==> src/rtl/instr_prefetch_buffer.sv <==
// Instruction prefetch buffer: fetches sequential words into a DEPTH-entry FIFO feeding IF/ID.
// Optional discarded-fetch statistics are built when PREFETCH_STATS_EN is defined.
module instr_prefetch_buffer #(
    parameter int unsigned DEPTH    = 4,
    parameter logic [31:0] RESET_PC = 32'h0000_0000
) (
    input  logic        Clk,
    input  logic        Reset,
    output logic        imem_req,
    output logic [31:0] imem_addr,
    input  logic        imem_ack,
    input  logic [31:0] imem_rdata,
    input  logic        Redirect,
    input  logic [31:0] RedirectAddr,
    input  logic        Stall,
    output logic        out_valid,
    output logic [31:0] out_Instruction,
    output logic [31:0] out_PCAddResult,
    output logic [31:0] fetch_pc,
    output logic [15:0] discard_count
);

    localparam int unsigned AW = (DEPTH > 1) ? $clog2(DEPTH) : 1;
    localparam int unsigned CW = AW + 1;
    localparam int unsigned DW = CW + 1;

    typedef struct packed {
        logic [31:0] instr;
        logic [31:0] pc_add;
    } entry_t;

    typedef enum logic [1:0] {
        S_IDLE    = 2'd0,
        S_REQ     = 2'd1,
        S_DISCARD = 2'd2
    } state_t;

    state_t         r_state;
    logic [31:0]    r_fetch_pc;
    logic           r_req;
    logic [31:0]    r_addr;
    logic [CW-1:0]  r_count;
    logic [AW-1:0]  r_rd_ptr;
    logic [AW-1:0]  r_wr_ptr;
    entry_t         r_mem [DEPTH];

    state_t         w_state_nxt;
    logic [31:0]    w_pc_nxt;
    logic [31:0]    w_addr_nxt;
    logic           w_xfer;
    logic           w_enq;
    logic           w_deq;
    logic [31:0]    w_pc_plus4;
    logic [CW-1:0]  w_count_upd;
    entry_t         w_head;

    assign w_xfer      = r_req & imem_ack;
    assign w_enq       = (r_state == S_REQ) & w_xfer & ~Redirect;
    assign w_deq       = out_valid & ~Stall & ~Redirect;
    assign w_pc_plus4  = r_fetch_pc + 32'd4;
    assign w_count_upd = r_count + CW'(w_enq) - CW'(w_deq);

    // Next-state, next fetch address and the held request address.
    always_comb begin
        w_state_nxt = r_state;
        w_pc_nxt    = r_fetch_pc;
        w_addr_nxt  = r_addr;
        case (r_state)
            S_IDLE: begin
                if (Redirect) begin
                    w_pc_nxt    = RedirectAddr;
                    w_state_nxt = S_REQ;
                end else if (r_count < CW'(DEPTH)) begin
                    w_state_nxt = S_REQ;
                end
            end
            S_REQ: begin
                if (Redirect) begin
                    w_pc_nxt    = RedirectAddr;
                    w_state_nxt = w_xfer ? S_REQ : S_DISCARD;
                end else if (w_xfer) begin
                    w_pc_nxt    = w_pc_plus4;
                    w_state_nxt = (w_count_upd < CW'(DEPTH)) ? S_REQ : S_IDLE;
                end
            end
            S_DISCARD: begin
                if (Redirect) begin
                    w_pc_nxt = RedirectAddr;
                end
                if (w_xfer) begin
                    w_state_nxt = S_REQ;
                end
            end
            default: w_state_nxt = S_IDLE;
        endcase
        // An abandoned request keeps presenting its original address until acked.
        if (w_state_nxt == S_DISCARD) begin
            w_addr_nxt = (r_state == S_DISCARD) ? r_addr : r_fetch_pc;
        end else begin
            w_addr_nxt = w_pc_nxt;
        end
    end

    always_ff @(posedge Clk or negedge Reset) begin
        if (!Reset) begin
            r_state    <= S_IDLE;
            r_fetch_pc <= RESET_PC;
            r_req      <= 1'b0;
            r_addr     <= RESET_PC;
            r_count    <= '0;
            r_rd_ptr   <= '0;
            r_wr_ptr   <= '0;
        end else begin
            r_state    <= w_state_nxt;
            r_fetch_pc <= w_pc_nxt;
            r_req      <= (w_state_nxt != S_IDLE);
            r_addr     <= w_addr_nxt;
            if (Redirect) begin
                r_count  <= '0;
                r_rd_ptr <= '0;
                r_wr_ptr <= '0;
            end else begin
                r_count <= w_count_upd;
                if (w_enq) begin
                    r_wr_ptr <= r_wr_ptr + AW'(1);
                end
                if (w_deq) begin
                    r_rd_ptr <= r_rd_ptr + AW'(1);
                end
            end
        end
    end

    // Payload storage needs no reset; the head is masked while empty.
    always_ff @(posedge Clk) begin
        if (w_enq) begin
            r_mem[r_wr_ptr] <= '{instr: imem_rdata, pc_add: w_pc_plus4};
        end
    end

    assign w_head          = r_mem[r_rd_ptr];
    assign out_valid       = (r_count != '0);
    assign out_Instruction = out_valid ? w_head.instr  : 32'h0;
    assign out_PCAddResult = out_valid ? w_head.pc_add : 32'h0;
    assign imem_req        = r_req;
    assign imem_addr       = r_addr;
    assign fetch_pc        = r_fetch_pc;

`ifdef PREFETCH_STATS_EN
    logic [15:0]   r_discard_count;
    logic [DW-1:0] w_drop;
    logic [16:0]   w_disc_sum;

    // Dropped fetches: flushed entries plus any response that arrives for an abandoned request.
    assign w_drop     = (Redirect ? DW'(r_count) : DW'(0))
                      + DW'(w_xfer & ((r_state == S_DISCARD) | Redirect));
    assign w_disc_sum = {1'b0, r_discard_count} + 17'(w_drop);

    always_ff @(posedge Clk or negedge Reset) begin
        if (!Reset) begin
            r_discard_count <= 16'h0;
        end else begin
            r_discard_count <= w_disc_sum[16] ? 16'hFFFF : w_disc_sum[15:0];
        end
    end

    assign discard_count = r_discard_count;
`else
    assign discard_count = 16'h0;
`endif

endmodule

==> config.mk <==
export PLATFORM = sky130hd
export DESIGN_NAME = instr_prefetch_buffer
export DESIGN_NICKNAME = d
export VERILOG_FILES = /design/src/rtl/instr_prefetch_buffer.sv
export SDC_FILE = /design/constraint.sdc
export NUM_CORES = 1
export LEC_CHECK = 0
export CAP_MARGIN = 40
export CORE_ASPECT_RATIO = 0.75
export CORE_UTILIZATION = 49
export DETAILED_ROUTE_END_ITERATION = 12
export DONT_BUFFER_PORTS = 1
export GPL_TIMING_DRIVEN = 0
export PLACE_DENSITY = 0.71
export SYNTH_ARGS = -nofsm -noshare
export SYNTH_HDL_FRONTEND = slang
export SYNTH_SLANG_ARGS = --single-unit
==> constraint.sdc <==
create_clock -name Clk -period 7.2 [get_ports Clk]
set_input_delay 0.72 -clock Clk [delete_from_list [all_inputs] [get_ports Clk]]
set_output_delay 0.72 -clock Clk [all_outputs]
set_load 0.05 [all_outputs]
# Word-level counts from Yosys, hierarchy flattened
# Memories as Yosys holds them, arrays and structs flattened.
# Cells that the tools add are included.
dict set report totals {
  ff_bits 74
  latchBits 0
  ram_bits 256
  mem_bits_ro 0
  input_bits 69
  output_inout_bits 146
  word_cells 55
  mem_count 1
}
dict set report op_classes {
  n_addsub 5
  multipliers 0
  div 0
  n_lt_le_gt_ge 2
  n_eq_ne 4
  shift 0
  mux 23
  n_bitwise 7
  n_reduce_logical 6
}
# memory words word_bits rd rd_ports_with_merged_regs write_ports line_no
set mem_list {}
lappend mem_list {r_mem 4 64 1 0 1 45} ;# entry_t r_mem [DEPTH];
# op count
set ops {}
lappend ops {{two-way mux 32 bit} 7}
lappend ops {{one-hot mux 32 bit (2 select lines)} 1}
lappend ops {{adder 32 x 3 -> 32 bit (second input constant)} 1}
lappend ops {{two-way mux 2 bit} 10}
lappend ops {{< comparator 3 bit (second input constant)} 2}
lappend ops {{one-hot mux 2 bit (3 select lines)} 1}
lappend ops {{nonzero test 2 bit} 3}
lappend ops {{AND 1 bit} 5}
lappend ops {{adder 2 x 1 -> 2 bit (second input constant)} 2}
lappend ops {{equality test 2 bit (second input constant)} 2}
lappend ops {{adder 3 x 1 -> 3 bit} 1}
lappend ops {{two-way mux 1 bit} 3}
lappend ops {{two-way mux 3 bit} 1}
lappend ops {{nonzero test 3 bit} 1}
lappend ops {{subtractor 3 x 1 -> 3 bit} 1}
lappend ops {{equality test 2 x 1 -> 1 bit (second input constant)} 1}
lappend ops {{zero test 2 bit} 1}
lappend ops {{inequality test 2 bit (second input constant)} 1}
lappend ops {{NOT 1 bit} 2}
lappend ops {{OR reduction 2 bit} 1}

# Depth between registers and ports, before layout
dict set report logic_depth {
  depth_word 12
  depth_mapped 16
  ltp_nobuf 13
}

# Least setup slack after synthesis
# Ideal clock, no wire load.
dict set report synth_path {
  kind {input port to flip-flop}
  startpoint {input Redirect}
  endpoint {register r_req, in the netlist imem_req}
  arrival_time_ps 3596
  slack_ps 3476
  cell_stages 16
  path_cell_list {clkbuf_1 buf_2 buf_1 buf_2 buf_1 nor3_1 ha_1 inv_1 ha_1 inv_1 fa_1 xnor3_1 nor2_1 mux2_2 a21oi_1 or2_2}
}
dict set report synth_between {
  elab_chain_len 10
  word_cells_on_any_way 12
}
# item line_no
set synth_lines {}
lappend synth_lines {{start: declaration} 13} ;# input logic Redirect,
lappend synth_lines {{NOT 1 bit} {58, 59}}
lappend synth_lines {{AND 1 bit} 58} ;# assign w_enq = (r_state == S_REQ) & w_xfer & ~Redirect;
lappend synth_lines {{adder 3 x 1 -> 3 bit} 61} ;# assign w_count_upd = r_count + CW'(w_enq) - CW'(w_deq);
lappend synth_lines {{subtractor 3 x 1 -> 3 bit} 61}
lappend synth_lines {{< comparator 3 bit} 83} ;# w_state_nxt = (w_count_upd < CW'(DEPTH)) ? S_REQ : S_IDLE;
lappend synth_lines {{two-way mux 1 bit} 83}
lappend synth_lines {{two-way mux 2 bit} 81} ;# end else if (w_xfer) begin
lappend synth_lines {{two-way mux 2 bit} 78} ;# if (Redirect) begin
lappend synth_lines {{one-hot mux 2 bit (3 select lines) *} 68} ;# case (r_state)
lappend synth_lines {{net w_state_nxt[0]} 47} ;# state_t w_state_nxt;
lappend synth_lines {{nonzero test 2 bit *} 116} ;# r_req <= (w_state_nxt != S_IDLE);
lappend synth_lines {{end signal: assignment} 116}
lappend synth_lines {{end: declaration} 40} ;# logic r_req;
# The timed path passes the listed nets; every way through them passes the cells marked *.
# A chain may end at the register's enable or synchronous reset.

# Worst setup path in the final report
# Ends and elaborated chain as after synthesis.

==> metrics.md <==
| Metric | Value |
|---|---|
| Pre-CTS setup slack | 2312 ps |
| Crit path from | Redirect |
| Post-synthesis area per instance | 14.02 µm² |
| Reg2reg start | imem_req$_DFF_PN0_ |
| Synth Flop Type | edfxtp_1 |
| Antenna-violating nets left | 0 |
| Final Max Tran Viols | 0 |
| Final worst setup slack | 2775 ps |
| All-layer global routing usage | 25.38% |
| Highest Clock Rate | 226.0 MHz |
| Post-CTS setup buffers | 0 |
| Layout net count | 1230 |
| Crit path DAT | 4900 ps |
| Hold-fix buffers, CTS | 1 |
| Status | complete, but fails checks |
| Register area share after synthesis | 62.04% |
| Routed vias | 9865 |
| Synth area leaders | edfxtp_1 (50%), dfrtp_1 (12%), mux4_2 (9.4%), and2_1 (3.0%), nand2_1 (1.9%) |
| Final Critical Period | 4425 ps |
| IO Port Bufs | 0 |
| Longest Clk Path Bufs | 3 |
| Pre-antenna DRT Iters | 10 |
| Die X | 206.5 µm |
| Crit Reg-Reg Endpoint | imem_req$_DFF_PN0_ |
| Top-count cell post-synth | edfxtp_1 |
| HPWL after DPL | 27920 µm |
| Power after layout | 7.940 mW |
| Unique masters post-synth | 80 |
| Placed Area | 0.01609 mm² |
| Layout cell share with drive strength beyond 1 | 17.76% |
| Syn. warnings | 0 |
| Vias per cell | 6.252 |
| Area grow syn2layout | 11.36% |
| Wirelength per Cell | 25.67 µm |
| Rel. slew slack | 42.00% |
| Starting density of the core | 50.44% |
| Vias in the first global route | 9589 |
| Total wire length | 40510 µm |
| Later-pin clock latency in the skew report | 600 ps |
| Critical path class | input pin to flip-flop |
| Largest net degree at the start of global routing | 75 |
| Share of the synthesized area in the top cell type | 50.00% |
| Root buf cell | clkbuf_16 |
| First-pass GRT wire length | 60320 µm |
| Core Footprint | 0.03049 mm² |
| Reg2reg path depth | 15 |
| Fin Setup TNS | 0 ps |
| RSZ-0062 raised after global routing | false |
| Peak VDD IR | 0.3240 mV |
| Total CTS buffers | 31 |
| Critical Path End Type | flip-flop |
| Post-synth top cells | edfxtp_1 (256), nand2_1 (78), and2_1 (74), dfrtp_1 (74), mux4_2 (64) |
| CTS tree | built |
| H-tree levels | 1 |
| Post-synthesis cell count | 1097 |
| Core Util, Final | 56.17% |
| Num ports | 215 |
| Initial antenna violation count | 3 |
| FP Rows | 55 |
| Leakage | 5.842 nW |
| Final Cell Area | 0.01712 mm² |
| Startpoint class of the critical path | input pin |
| Fin Clk Skew | 38.91 ps |
| Capture point of the worst path | imem_req$_DFF_PN0_ |
| Initial DRC Count | 1149 |
| Hold Violations, Final | 0 |
| Worst hold path type | input pin to async pin |
| Die Ht | 155.4 µm |
| Async S/R FF share, synth | 22.42% |
| Worst-Margin Slew | 869.9 ps |
| Synthesized area | 0.01538 mm² |
| Failing checks | DRC |
| Clock sink count | 330 |
| FF-to-FF setup slack | 3110 ps |
| Post-route DRC | 30 |
| Post-CTS Resized | 0 |
| Final Cycle Share | 61.46% |
| Peak fanout along the critical path | 10 |
| Clk slew on worst S/H paths | 70 ps |
| Post-synth EDFFs | 256 |
| Yosys reg bits | 330 |
| Largest area contributor in the netlist | edfxtp_1 |
| CP Data Required Time | 7680 ps |
| Placer congestion estimate | 0.9690 |
| DIE AREA | 0.03210 mm² |
| Setup violators final | 0 |
| Max-cap violations | 0 |
| Pwr/cell area | 463.7 mW/mm² |
| Grt total ovfl | 0 |
[logic make-up (layout without fill, tap and decap cells)]
group | Yosys count | after routing | synth area share, %
DFF | 330 | 330 | 62.04
AOI/OAI and AO/OA | 206 | 206 | 9.651
muxes | 77 | 77 | 10.31
other | 1 | 18 | 0.02439
xor gates and xnor gates | 37 | 37 | 2.197
adders and majority gates | 8 | 8 | 0.6998
buffers and inverters | 127 | 192 | 3.825
and+or+nand+nor | 311 | 311 | 11.25
[flip-flops by register name (all words and copies together) (netlist names)]
name and cells:
r_state 2, imem_req 1, r_count 3, fetch_pc 32
r_wr_ptr 2, r_mem 256, imem_addr 32, r_rd_ptr 2
[cells in the final DEF, fill, tap and decap left out, drive strengths merged, types with 9 or more instances in the layout]
master	synthesis	layout
nor3	15	15
inv	16	19
o21a	11	11
clkbuf	51	88
dfrtp	74	74
and3	13	13
xor2	12	12
buf	59	67
a21oi	29	29
nor2	53	53
mux4	64	64
nand4	18	18
edfxtp	256	256
nor4	10	10
and2	74	74
nand3	17	17
xnor2	24	24
a31oi	10	10
conb	1	16
clkinv	1	13
nand2	78	78
o21ai	36	36
o22ai	14	14
a221o	9	9
a311oi	9	9
[critical path, stage by stage]
cell      delay, ps
clkbuf_1        250
buf_2           310
buf_1           520
buf_2           360
buf_1           660
nor3_1          160
ha_1            330
inv_1            60
ha_1            130
inv_1            50
fa_1            380
xnor3_1         180
nor2_1          150
mux2_2          170
a21oi_1         120
or2_2           330
[per-stage QoR]
| step | std cells | hold WS [ps] |
|---|---|---|
| floorplan | 1112 | 424.4 |
| global placement | 1511 | 426.4 |
| detailed placement | 1518 | 426.2 |
| CTS | 1576 | 13.70 |
| global route | 1576 | 29.70 |
| finish | 1578 | 6.771 |
[layout make-up]
cell class                      instances  area [µm²]
Timing Repair Buffer                    8       161.4
Tap cell                              399       499.2
Sequential cell                       330        9539
Inverter                               17       63.81
Antenna cell                            2       5.005
Clock inverter                         20       196.4
Fill cell                            2429       13360
Clock buffer                           37       808.3
Multi-Input combinational cell        655        5325
Buffer                                110       524.3
[report_power, final]
part           switching [mW]  leakage [nW]  internal (mW)
clock network           0.711         0.489          0.913
registers               0.875          3.19           2.44
logic                    2.12          2.16          0.877
total                    3.71          5.84           4.23
[metal layers]
metal	part of all wire (%)	global-route usage, %
met5	0.020	0
met3	13	7.771
met4	2.9	6.758
met1	41	36.81
met2	44	37.01
[worst min path at each step]
| stage | cells past startpoint | endpoint | slack (ps) | from |
|---|---|---|---|---|
| finish | 1 | fetch_pc[20]$_DFF_PN0_ | 7 | Reset |
| detailed placement | 0 | imem_addr[30]$_DFFE_PN0P_ | 430 | Reset |
| global placement | 0 | imem_addr[30]$_DFFE_PN0P_ | 430 | Reset |
| global route | 1 | imem_addr[22]$_DFFE_PN0P_ | 30 | Reset |
| CTS | 1 | r_state[0]$_DFF_PN0_ | 10 | Reset |
| floorplan | 0 | fetch_pc[0]$_DFF_PN0_ | 420 | Reset |
No activity file was read; power rests on OpenSTA's default activity.
